File: src/rtl/fetch_pkg.sv
// Shared fetch/decode definitions: sequencer states, NOP encoding and the
// opcode bit that marks a two-word instruction.
package fetch_pkg;

    typedef enum logic {
        FETCH_OP  = 1'b0,
        FETCH_IMM = 1'b1
    } fetch_state_t;

    localparam logic [15:0] NOP_WORD     = 16'h0000;
    localparam int unsigned IMM_FLAG_BIT = 2;

    function automatic logic is_two_word(input logic [15:0] word);
        return word[IMM_FLAG_BIT];
    endfunction

endpackage

File: src/rtl/fetch_sequencer_if.sv
// Fetch-side bundle: instruction memory port, hazard/branch controls and the
// assembled instruction handed to decode.
interface fetch_sequencer_if #(
    parameter int ADDR_W = 32
);
    logic [15:0]       mem_data;
    logic              stall;
    logic              flush;
    logic [ADDR_W-1:0] branch_target;
    logic [ADDR_W-1:0] pc;
    logic [15:0]       instruction;
    logic [15:0]       immediate;
    logic              instr_valid;
    logic              has_imm;
    logic              wait_imm;

    modport master (
        input  mem_data, stall, flush, branch_target,
        output pc, instruction, immediate, instr_valid, has_imm, wait_imm
    );

    modport slave (
        output mem_data, stall, flush, branch_target,
        input  pc, instruction, immediate, instr_valid, has_imm, wait_imm
    );
endinterface

File: src/rtl/fetch_pc_reg.sv
// Program counter in 16-bit word units: reset load, branch redirect, stall
// hold, otherwise increment with natural wrap.
module fetch_pc_reg #(
    parameter int                ADDR_W   = 32,
    parameter logic [ADDR_W-1:0] RESET_PC = '0
) (
    input  logic              clk,
    input  logic              rst,
    input  logic              flush,
    input  logic              stall,
    input  logic [ADDR_W-1:0] branch_target,
    output logic [ADDR_W-1:0] pc
);

    always_ff @(posedge clk) begin
        if (rst) begin
            pc <= RESET_PC;
        end else if (flush) begin
            pc <= branch_target;
        end else if (!stall) begin
            pc <= pc + ADDR_W'(1);
        end
    end

endmodule

File: src/rtl/fetch_sequencer.sv
// Instruction fetch sequencer: walks the PC, pairs two-word opcodes with their
// immediate and presents one registered instruction per completed fetch.
module fetch_sequencer
    import fetch_pkg::*;
#(
    parameter int                ADDR_W   = 32,
    parameter logic [ADDR_W-1:0] RESET_PC = '0
) (
    input  logic       clk,
    input  logic       rst,
    fetch_sequencer_if.master bus
);

    fetch_state_t state, state_next;
    logic [15:0]  op_hold, op_hold_next;
    logic [15:0]  instr_q, instr_next;
    logic [15:0]  imm_q, imm_next;
    logic         valid_q, valid_next;
    logic         has_imm_q, has_imm_next;

    fetch_pc_reg #(
        .ADDR_W   (ADDR_W),
        .RESET_PC (RESET_PC)
    ) u_pc (
        .clk           (clk),
        .rst           (rst),
        .flush         (bus.flush),
        .stall         (bus.stall),
        .branch_target (bus.branch_target),
        .pc            (bus.pc)
    );

    always_comb begin
        state_next   = state;
        op_hold_next = op_hold;
        instr_next   = instr_q;
        imm_next     = imm_q;
        valid_next   = valid_q;
        has_imm_next = has_imm_q;

        // Flush outranks stall so a redirect is never lost behind a hazard.
        if (bus.flush) begin
            state_next   = FETCH_OP;
            op_hold_next = NOP_WORD;
            instr_next   = NOP_WORD;
            imm_next     = '0;
            valid_next   = 1'b0;
            has_imm_next = 1'b0;
        end else if (!bus.stall) begin
            unique case (state)
                FETCH_OP: begin
                    if (is_two_word(bus.mem_data)) begin
                        state_next   = FETCH_IMM;
                        op_hold_next = bus.mem_data;
                        instr_next   = NOP_WORD;
                        imm_next     = '0;
                        valid_next   = 1'b0;
                        has_imm_next = 1'b0;
                    end else begin
                        instr_next   = bus.mem_data;
                        imm_next     = '0;
                        valid_next   = 1'b1;
                        has_imm_next = 1'b0;
                    end
                end
                FETCH_IMM: begin
                    state_next   = FETCH_OP;
                    instr_next   = op_hold;
                    imm_next     = bus.mem_data;
                    valid_next   = 1'b1;
                    has_imm_next = 1'b1;
                end
                default: state_next = FETCH_OP;
            endcase
        end
    end

    always_ff @(posedge clk) begin
        if (rst) begin
            state     <= FETCH_OP;
            op_hold   <= NOP_WORD;
            instr_q   <= NOP_WORD;
            imm_q     <= '0;
            valid_q   <= 1'b0;
            has_imm_q <= 1'b0;
        end else begin
            state     <= state_next;
            op_hold   <= op_hold_next;
            instr_q   <= instr_next;
            imm_q     <= imm_next;
            valid_q   <= valid_next;
            has_imm_q <= has_imm_next;
        end
    end

    assign bus.instruction = instr_q;
    assign bus.immediate   = imm_q;
    assign bus.instr_valid = valid_q;
    assign bus.has_imm     = has_imm_q;
    assign bus.wait_imm    = (state == FETCH_IMM);

endmodule
File: src/flat_wrapper.sv
// flat-port wrapper written by rule: the top's interface ports become plain ports
module fetch_sequencer_flat import fetch_pkg::*;
#(
    parameter int                ADDR_W   = 32,
    parameter logic [ADDR_W-1:0] RESET_PC = '0
)
  (clk, rst, bus_mem_data, bus_stall, bus_flush, bus_branch_target, bus_pc, bus_instruction, bus_immediate, bus_instr_valid, bus_has_imm, bus_wait_imm);
  fetch_sequencer_if #(.ADDR_W(ADDR_W)) bus_i ();
  input  logic clk;
  input  logic rst;
  input wire logic [$bits(bus_i.mem_data)-1:0] bus_mem_data;
  input wire logic [$bits(bus_i.stall)-1:0] bus_stall;
  input wire logic [$bits(bus_i.flush)-1:0] bus_flush;
  input wire logic [$bits(bus_i.branch_target)-1:0] bus_branch_target;
  output wire logic [$bits(bus_i.pc)-1:0] bus_pc;
  output wire logic [$bits(bus_i.instruction)-1:0] bus_instruction;
  output wire logic [$bits(bus_i.immediate)-1:0] bus_immediate;
  output wire logic [$bits(bus_i.instr_valid)-1:0] bus_instr_valid;
  output wire logic [$bits(bus_i.has_imm)-1:0] bus_has_imm;
  output wire logic [$bits(bus_i.wait_imm)-1:0] bus_wait_imm;
  assign bus_i.mem_data = bus_mem_data;
  assign bus_i.stall = bus_stall;
  assign bus_i.flush = bus_flush;
  assign bus_i.branch_target = bus_branch_target;
  assign bus_pc = bus_i.pc;
  assign bus_instruction = bus_i.instruction;
  assign bus_immediate = bus_i.immediate;
  assign bus_instr_valid = bus_i.instr_valid;
  assign bus_has_imm = bus_i.has_imm;
  assign bus_wait_imm = bus_i.wait_imm;
  fetch_sequencer #(.ADDR_W(ADDR_W), .RESET_PC(RESET_PC)) u_core (.clk(clk), .rst(rst), .bus(bus_i));
endmodule
File: config.mk
export PLATFORM = sky130hd
export DESIGN_NAME = fetch_sequencer_flat
export DESIGN_NICKNAME = d
export VERILOG_FILES = /design/src/rtl/fetch_pkg.sv /design/src/rtl/fetch_sequencer_if.sv /design/src/rtl/fetch_pc_reg.sv /design/src/rtl/fetch_sequencer.sv /design/src/flat_wrapper.sv
export SDC_FILE = /design/constraint.sdc
export NUM_CORES = 1
export LEC_CHECK = 0
export CAP_MARGIN = 20
export CORE_ASPECT_RATIO = 1.1
export CORE_MARGIN = 3
export CORE_UTILIZATION = 57
export CTS_CLUSTER_DIAMETER = 80
export DETAILED_ROUTE_END_ITERATION = 12
export DONT_BUFFER_PORTS = 1
export PLACE_DENSITY = 0.8
export SYNTH_ARGS = -nofsm -noshare
export SYNTH_HDL_FRONTEND = slang
export SYNTH_SLANG_ARGS = --single-unit
File: constraint.sdc
create_clock -name clk -period 2 [get_ports clk]
set_clock_uncertainty 0.2 [all_clocks]
set_input_delay 0.1 -clock clk [delete_from_list [all_inputs] [get_ports clk]]
set_output_delay 0.1 -clock clk [all_outputs]
set_load 0.05 [all_outputs]
==> metrics list, run 1 <==
- Biggest cell delay along the critical path: 490 ps
- Minimum clock period: 2070 ps
* Number of global-route vias before repair: about 4100
- The core region is 6630 um2.
- The cell sitting at the root of the clock tree is a sky130_fd_sc_hd__clkbuf_8.
- Max frequency: 483 MHz
- For this run, the detailed router's first-pass iteration total came to 6.
- Fraction of the core area covered by cells at the end of the flow: 0.826
- At the pin with the least slew margin, the transition time is 767 ps.
- After detailed routing, the total wire length is 13300 um.
- The worst setup path is captured at a flop.
- Setup repair after global routing could not meet its margin everywhere.
- Max-cap violations in this run came to 0.
- Post-synthesis cell type count: 50
- Vias per std cell: 6.31
* Worst path cell trace: nand3b_1 > nor4_1 > xnor2_1 > a211oi_1
* Remaining global-route overflow: 0
* Power density normalized to cell area: 706 nW/um2
- The wire-length estimate of the detail-placed layout is 7390 um.
- Via count: 4437
* Family with the most delay on the worst path: simple AND/OR/NAND/NOR gates
- In this run the worst path has a maximum fanout of 11.
- Slew headroom: 0.489
- Area growth from synthesis to final layout: 40.5%
- Share of synthesized area occupied by flip-flops and latches: 0.426
- Routed WL per cell: 19.0 um
- Antenna violations before repair: 0
- Dominant cells by area after synthesis: sky130_fd_sc_hd__dfxtp_1, sky130_fd_sc_hd__nor2_1, sky130_fd_sc_hd__nand2_1, sky130_fd_sc_hd__o311ai_0, sky130_fd_sc_hd__a21oi_1
- Post-layout net count: 669
- Yosys mapped a number of flops with a built-in enable equal to 0.
* Clock Tree Buf Depth: 2
* Min-delay worst type: in2reg
- STA puts the critical path data required time at slightly above 2000 ps.
- Data arrives at the worst endpoint at approximately 2100 ps.
* Cell-internal power: 2.69 mW
* Post-synth ARST share: 0
- Result of the run: complete, but fails checks
- Setup TNS Final: -165 ps
- Sw power: 1.18 mW
- Fraction of layout instances using a drive strength above 1: 0.232
* Die Ht: between 90 and 100 um
- Synthesis inferred 83 register bits.
* Starting density of the core: 0.588
- Entering global routing, the biggest net connects 35 pins.
- Worst Setup Path Type: reg2reg
- In the finished design, the share of the clock period the worst path needs comes to 1.03.
- Across all setup checks in the final design, the least slack found is -69.7 ps.
- Net count after synthesis: about 550
* Total number of H-tree levels: 3
- Cell area after synthesis: 3900 um2
- CTS tree: built
- Number of standard-cell rows in the floorplan: 31
- Of the total power, the share spent switching nets is 0.305.
- Ant. Diodes: 0
- The final reports fail on setup timing.
- Measured along the x axis, the die boundary spans 84.9 um.
* Final weighted congestion in routability-driven placement: 0.925
- Clock insertion delay at the later pin of the skew report: ~350 ps
- Clock tree synthesis inserted a total of 9 buffers.
* Antenna Violating Nets Remaining: 0
- The die covers 7870 um2.
* Warnings, synthesis: 0
* Cell type of the slowest stage on the worst timing path: sky130_fd_sc_hd__nor4_1
* Share of Yosys cell area claimed by the top area cell type: 0.426
- Leak: 2.12 nW
- After technology mapping, the gate count stands at 495.
- Combinational power share: 0.191
* CTS clock-pin slew for the worst setup and hold paths: 100 ps
- The max-slew violation count is 0.
* First-pass GRT wire length: 20200 um
* Port buffer count: 0
- Highest ir drop seen on vdd: 0.000590 V
- In the global route stage, overall resource usage came out at 0.315.
* Sink count of the clock tree: slightly above 80
- The share of total power dissipated in sequential elements is 0.462.
- Clock network power share: 0.347
- The first routing iteration left 501 violations.
- Final setup violation count: 5
- The worst setup path is launched from a flop.
* Final hold violation count: 0
- Buffers plus inverters on the worst setup path: 0
- Number of DRC violations after detailed routing: 0
* Ports placed on the boundary: ~120
- Primary flip-flop cell chosen by synthesis mapping: sky130_fd_sc_hd__dfxtp_1
- Library cell occupying the most area in the post-synthesis netlist: sky130_fd_sc_hd__dfxtp_1
- After synthesis, the mean cell area works out to 7.88 um2.
-- Yosys cell counts, types with 2 or more instances --
library cell	n
sky130_fd_sc_hd__clkbuf_1	32
sky130_fd_sc_hd__o21ai_0	17
sky130_fd_sc_hd__buf_2	2
sky130_fd_sc_hd__and4_1	3
sky130_fd_sc_hd__nand3b_1	5
sky130_fd_sc_hd__a311o_1	2
sky130_fd_sc_hd__inv_1	22
sky130_fd_sc_hd__mux2i_1	2
sky130_fd_sc_hd__nor4_1	12
sky130_fd_sc_hd__a311oi_1	9
sky130_fd_sc_hd__and2_1	2
sky130_fd_sc_hd__or3_1	4
sky130_fd_sc_hd__nand2_1	67
sky130_fd_sc_hd__buf_1	4
sky130_fd_sc_hd__nand4_1	10
sky130_fd_sc_hd__nor2_1	69
sky130_fd_sc_hd__or4_1	8
sky130_fd_sc_hd__a31oi_1	2
sky130_fd_sc_hd__and3_1	8
sky130_fd_sc_hd__a21oi_1	27
sky130_fd_sc_hd__o211ai_1	3
sky130_fd_sc_hd__xor2_1	4
sky130_fd_sc_hd__o311ai_0	16
sky130_fd_sc_hd__nor2b_1	4
sky130_fd_sc_hd__o31ai_1	5
sky130_fd_sc_hd__a22oi_1	17
sky130_fd_sc_hd__a211oi_1	11
sky130_fd_sc_hd__xnor2_1	9
sky130_fd_sc_hd__nand3_1	10
sky130_fd_sc_hd__nor3_1	7
sky130_fd_sc_hd__dfxtp_1	83
-- placed cells by master, fill, tap and decap left out, types with 5 or more instances in the layout --
| master | netlist | routed |
|---|---|---|
| sky130_fd_sc_hd__nand3b_1 | 5 | 5 |
| sky130_fd_sc_hd__dlygate4sd3_1 | 0 | 54 |
| sky130_fd_sc_hd__o311ai_0 | 16 | 16 |
| sky130_fd_sc_hd__a22oi_1 | 17 | 17 |
| sky130_fd_sc_hd__inv_1 | 22 | 22 |
| sky130_fd_sc_hd__a311oi_1 | 9 | 7 |
| sky130_fd_sc_hd__clkbuf_8 | 0 | 9 |
| sky130_fd_sc_hd__buf_4 | 1 | 90 |
| sky130_fd_sc_hd__nand2_1 | 67 | 67 |
| sky130_fd_sc_hd__dfxtp_2 | 0 | 14 |
| sky130_fd_sc_hd__xnor2_1 | 9 | 9 |
| sky130_fd_sc_hd__o31ai_1 | 5 | 5 |
| sky130_fd_sc_hd__dfxtp_1 | 83 | 66 |
| sky130_fd_sc_hd__nor4_1 | 12 | 8 |
| sky130_fd_sc_hd__a21oi_1 | 27 | 27 |
| sky130_fd_sc_hd__nor3_1 | 7 | 7 |
| sky130_fd_sc_hd__nand3_1 | 10 | 10 |
| sky130_fd_sc_hd__nor2_1 | 69 | 69 |
| sky130_fd_sc_hd__and3_1 | 8 | 8 |
| sky130_fd_sc_hd__o21ai_0 | 17 | 17 |
| sky130_fd_sc_hd__a211oi_1 | 11 | 11 |
| sky130_fd_sc_hd__nand4_1 | 10 | 10 |
-- repair_timing --
item	CTS	global route
setup endpoints to repair	8	17
resized for setup	5	11
pin swaps	6	7
hold endpoints to repair	81	0
hold buffers	57	0
buffers inserted	0	5
-- worst register-to-register path, cell delays in order, from the launching register on --
cell,delay (ps)
sky130_fd_sc_hd__dfxtp_2,420
sky130_fd_sc_hd__nand3b_1,360
sky130_fd_sc_hd__nor4_1,490
sky130_fd_sc_hd__xnor2_1,150
sky130_fd_sc_hd__a211oi_1,330
-- final timing paths --
kind                     start            endpoint  slack [ps]  cells after the start
max          u_core.u_pc.pc[0]  u_core.u_pc.pc[11]         -70                      4
min                  bus_flush  u_core.u_pc.pc[29]          30                      4
max reg2reg  u_core.u_pc.pc[0]  u_core.u_pc.pc[11]         -70                      4
min reg2reg  u_core.op_hold[3]   u_core.op_hold[3]         260                      2
-- area by class of cell --
class	count	area [um2]
sequential	83	1690
clock buffer	9	124
tap	82	103
fill	404	1150
clock inverter	7	92.6
inverter	23	86.3
multi-input combinational	350	2080
timing repair buffer	149	1300
-- stage by stage --
| step | power, mW | instance area [um2] | hold slack (ps) | setup WS, ps | instances |
|---|---|---|---|---|---|
| finish | 3.87 | 5480 | 25.6 | -69.7 | 703 |
| global route | 3.99 | 5480 | 40.7 | -190 | 703 |
| CTS | 3.82 | 5390 | 12.5 | -31.6 | 698 |
| detailed placement | 2.38 | 4560 | -28.0 | -98.7 | 625 |
| global placement | 2.37 | 4560 | -29.6 | -21.3 | 625 |
| floorplan | 2.25 | 3940 | 36.0 | -236 | 495 |
-- registers in the layout, indices dropped and copies added, names as in the netlist --
register                count
u_core.bus.immediate       16
u_core.op_hold             16
u_core.bus.wait_imm         1
u_core.bus.has_imm          1
u_core.u_pc.pc             32
u_core.bus.instruction     16
u_core.bus.instr_valid      1
-- cells by family after synthesis --
kind of cell,share of synthesized area
xor+xnor,0.0292
simple gates,0.266
mux,0.00513
compound gates,0.210
buf+inv,0.0613
flops,0.426
fa+ha+maj,0.00321
-- per-layer routing --
layer | part of all wire | track usage | up-vias
met5 | 0 | 0 | -
met2 | 0.50 | 0.548 | 305
li1 | - | - | 2028
met1 | 0.37 | 0.370 | 2047
met4 | 0.036 | 0.135 | 0
met3 | 0.099 | 0.0712 | 57
-- power by group through the flow --
stage	Sequential (mW)	Clock, mW	Combinational (mW)
2_1_floorplan	2.03	0	0.224
3_3_place_gp	1.81	0	0.559
3_5_place_dp	1.82	0	0.570
4_1_cts	1.78	1.33	0.711
5_1_grt	1.79	1.41	0.782
6_report	1.79	1.34	0.740
No activity file was read; power rests on OpenSTA's default activity.
==> inputs of run 2 (changes only) <==
--- a/config.mk
+++ b/config.mk
@@ -15,4 +15,5 @@
 export PLACE_DENSITY = 0.8
 export SYNTH_ARGS = -nofsm -noshare
 export SYNTH_HDL_FRONTEND = slang
+export SYNTH_HIERARCHICAL = 1
 export SYNTH_SLANG_ARGS = --single-unit
==> run 2 against run 1 <==
Against the previous run:
- the flow still finishes with violations (setup timing)
- global-route usage grew 1.7 points
- flip-flop and latch count is the same
- critical path depth grew 2
- final area grew 7.6%
- sequential power is essentially flat
- cell count shrank 0.43%
- clock-buffer cell count is the same
- utilization shrank 0.36 points
- register-to-register slack is essentially flat
- setup slack gained 2.8 ps
- sequential share of layout area shrank 1.6 points
- wire length grew 11%
==> metrics list, run 2 <==
* Largest register FFs: 32
* Fill cell total of the finished layout: 386
- Ports placed on the boundary: 119
* Number of DRC violations after detailed routing: 0
- The floorplan step defined a core boundary enclosing between 7000 and 8000 um2.
* Antenna violations before repair: 0
- The final reports fail on setup timing.
* Combinational power share: 0.208
* Port buffer count: 0
- Worst Min Path Start: bus_flush
- In this run the power spent charging and discharging nets is 1.28 mW.
- Vias per std cell: 6.66
- For this run the aggregate overflow at the end of global routing stands at 0.
- Final WS setup: -66.9 ps
- Average instance area after synthesis: between 8 and 9 um2
- Result of the run: complete, but fails checks
* Worst path cell trace: nand4_1 > buf_4 > nor4_2 > buf_4 > and3_1 > o221ai_1
* Number of stages on the worst hold path: 3
* Library cell occupying the most area in the post-synthesis netlist: sky130_fd_sc_hd__dfxtp_1
- Net count after synthesis: 547
- Ranked by total cell area, the synthesized netlist is headed by sky130_fd_sc_hd__dfxtp_1, sky130_fd_sc_hd__nor3b_1, sky130_fd_sc_hd__a21oi_1, sky130_fd_sc_hd__mux2_2, sky130_fd_sc_hd__nand3b_1.
* Cell area after synthesis: 4290 um2
- The H-tree was split into 3 levels.
- u_core/u_pc/pc holds more flip-flops than any other register.
* Number of global-route vias before repair: 4522
- No sink is reached through more buffers than the 2 on the longest clock path.
- Relative to the synthesized area, the layout overhead comes to 37.6%.
* Nature of the critical path startpoint: flop
- The max-slew violation count was 0.
- Cell-internal power: around 2.5 mW
* Largest net degree at the start of global routing: 67
* Slew headroom: 0.373
- Total global routing track utilization: 0.332
- Starting density of the core: 0.598
* Highest ir drop seen on vdd: 0.000392 V
- Min-delay worst type: in2reg
- Of the total power, registers draw 0.473.
- Initial DRC Count: 382
- Capture endpoint of the worst hold path: u_core/u_pc/pc[24]
- Based on the critical path, the design can be clocked at up to 484 MHz.
- The routed design has 14700 um of wire.
* Primary flip-flop cell chosen by synthesis mapping: sky130_fd_sc_hd__dfxtp_1
- Hold is met by about 20 ps.
- Top cells by instance count after synthesis: sky130_fd_sc_hd__dfxtp_1, sky130_fd_sc_hd__a21oi_1, sky130_fd_sc_hd__nand2_1
* Most frequent cell after synthesis: sky130_fd_sc_hd__dfxtp_1
- Share of Yosys cell area claimed by the top area cell type: 0.388
* Final hold violation count: 0
* Most common cell type on the critical path: sky130_fd_sc_hd__buf_4
* Most frequent standard cell in the layout excluding fill and tap cells: sky130_fd_sc_hd__buf_4
- First-pass GRT wire length: 22700 um
* Fraction of the core area covered by cells at the end of the flow: 0.823
* Antenna Violating Nets Remaining: 0
- Warnings, synthesis: 6
- Switching part of the total: 0.338
- Die width: 88.7 um
- Max Fanout on Critical Path: 8
* Origin of the critical flop-to-flop path: u_core/u_pc/pc[5]
- For this run, asynchronously set or reset flops after synthesis account for 0.
* Number of standard-cell rows in the floorplan: 32
- Flop-to-flop setup slack: -70 ps
- TritonCTS built the clock tree.
- Biggest cell delay along the critical path: 410 ps
* Share of synthesized area occupied by flip-flops and latches: 0.388
* Via count: 4659
- Number of max-capacitance violations reported: 0
* Post-layout net count: 663
* HPWL after detailed placement: 8130 um
- The critical path is of the reg2reg type.
* Final setup violation count: 3
* Fraction of layout instances using a drive strength above 1: 0.273
- Data arrives at the worst endpoint at 2110 ps.
- Num CTS Buffers: 9
- In this run the critical register-to-register path is captured at u_core/u_pc/pc[31].
- The die is 96.9 um tall.
- Crit path capture type: flop
- Sink count of the clock tree: 83
* Router iterations before antenna repair: 5
* Leak: 2.16 nW
- Routed WL per cell: around 21 um
- Dividing the final minimum period by the clock period gives 1.03.
* Post-Synthesis Cells: 494
- Setup repair after global routing could not meet its margin everywhere.
- Clock network power share: 0.319
- Power density normalized to cell area: 642 nW/um2
- Post-synthesis cell type count: 55
- Slew at the pin closest to its max-slew limit: 938 ps
- 0 antenna diodes ended up in the layout.
* CTS clock-pin slew for the worst setup and hold paths: 100 ps
- The clock reaches the later pin of the worst-skew pair after 370 ps.
- Number of synthesized register bits: 83
* Number of flops mapped to enable cells by yosys: 0
- The top cell types in the final layout, fill and taps aside, are sky130_fd_sc_hd__buf_4, sky130_fd_sc_hd__dlygate4sd3_1, sky130_fd_sc_hd__dfxtp_1, sky130_fd_sc_hd__a21oi_1, sky130_fd_sc_hd__nand2_1.
- The die covers 8600 um2.
- Routability-driven placement finished with a final weighted congestion of ~0.86.
- Number of cells traversed by the worst register-to-register path: 6
- CP Data Required Time: 2040 ps
- The slowest stage of the critical path is the sky130_fd_sc_hd__nor4_2 cell.
- The tree is rooted in a sky130_fd_sc_hd__clkbuf_8.
* Minimum clock period: 2070 ps
## run 2: changes by cell type in the layout (fill, tap and decap cells not counted), sizes merged, moves of 9 or more
cell / before / now
o21ai: 17 / 8
buf: 94 / 82
nand2: 67 / 36
nor2: 69 / 34
mux2: 0 / 15
o311ai: 16 / 3
or3b: 0 / 16
nor3b: 0 / 32
a221oi: 1 / 15
a21oi: 27 / 43
nand3b: 5 / 19
a22oi: 17 / 0
## run 2: power groups by stage
stage / clock (mW) / sequential (mW) / combinational [mW]
final: 1.21 / 1.79 / 0.786
after floorplan: 0 / 2.03 / 0.251
after detailed placement: 0 / 1.83 / 0.557
after CTS: 1.21 / 1.79 / 0.749
after global routing: 1.28 / 1.80 / 0.823
after global placement: 0 / 1.82 / 0.548
## run 2: metrics by stage
| stage | power (mW) | area (um2) | TNS (ps) | instances | setup WS (ps) |
|---|---|---|---|---|---|
| floorplan | 2.28 | 4360 | 0 | 494 | 2.03 |
| global placement | 2.37 | 4840 | 0 | 610 | 48.5 |
| detailed placement | 2.39 | 4840 | -40.9 | 610 | -40.9 |
| CTS | 3.75 | 5750 | 0 | 692 | 24.1 |
| global route | 3.91 | 5900 | -330 | 700 | -116 |
| finish | 3.79 | 5900 | -122 | 700 | -66.9 |
## run 2: cell type report
cell class	count	area (um2)	share of cell area
clock inverter	7	65.1	0.0110
sequential	83	1720	0.292
tap	85	106	0.0180
inverter	20	75.1	0.0127
timing repair buffer	144	1340	0.227
multi-input combinational	352	2470	0.419
clock buffer	9	124	0.0210
## run 2: per-layer routing
metal	global-route usage	vias up	routed length, um
met5	0	-	0
met4	0.180	0	661
met3	0.0690	58	1290
met2	0.570	282	7530
met1	0.372	2235	5250
li1	-	2084	-
## run 2: kinds of logic after synthesis
logic type	count (synthesis)	synth area share
AOI/OAI and AO/OA	106	0.167
xor gates and xnor gates	10	0.0204
adders and majority gates	1	0.00292
buffers and inverters	59	0.0581
DFF	83	0.388
muxes	17	0.0441
and+or+nand+nor	218	0.320
## run 2: worst max-delay path, delay by kind of cell (launching register included)
family,cells,cell delay (ps)
DFF,1,400
and+or+nand+nor,3,790
AOI/OAI and AO/OA,1,120
buffers and inverters,2,430
## run 2: repair_timing
item                       4_1_cts  5_1_grt
resized for setup                2       19
setup endpoints to repair        2       14
hold endpoints to repair        83        0
setup buffers                    0        8
pin swaps                        1       11
hold buffers                    66        0
## run 2: how the worst max path moves through the flow
| stage | from | depth (start not counted) | to | slack (ps) |
|---|---|---|---|---|
| final | u_core/u_pc/pc[5] | 6 | u_core/u_pc/pc[31] | -70 |
| after global routing | u_core/u_pc/pc[6] | 6 | u_core/u_pc/pc[31] | -120 |
| after CTS | u_core/u_pc/pc[6] | 5 | u_core/u_pc/pc[25] | 20 |
| after detailed placement | u_core/u_pc/pc[6] | 5 | u_core/u_pc/pc[22] | -40 |
| after global placement | u_core/u_pc/pc[6] | 5 | u_core/u_pc/pc[22] | 50 |
| after floorplan | u_core/u_pc/pc[1] | 5 | u_core/u_pc/pc[28] | 2 |
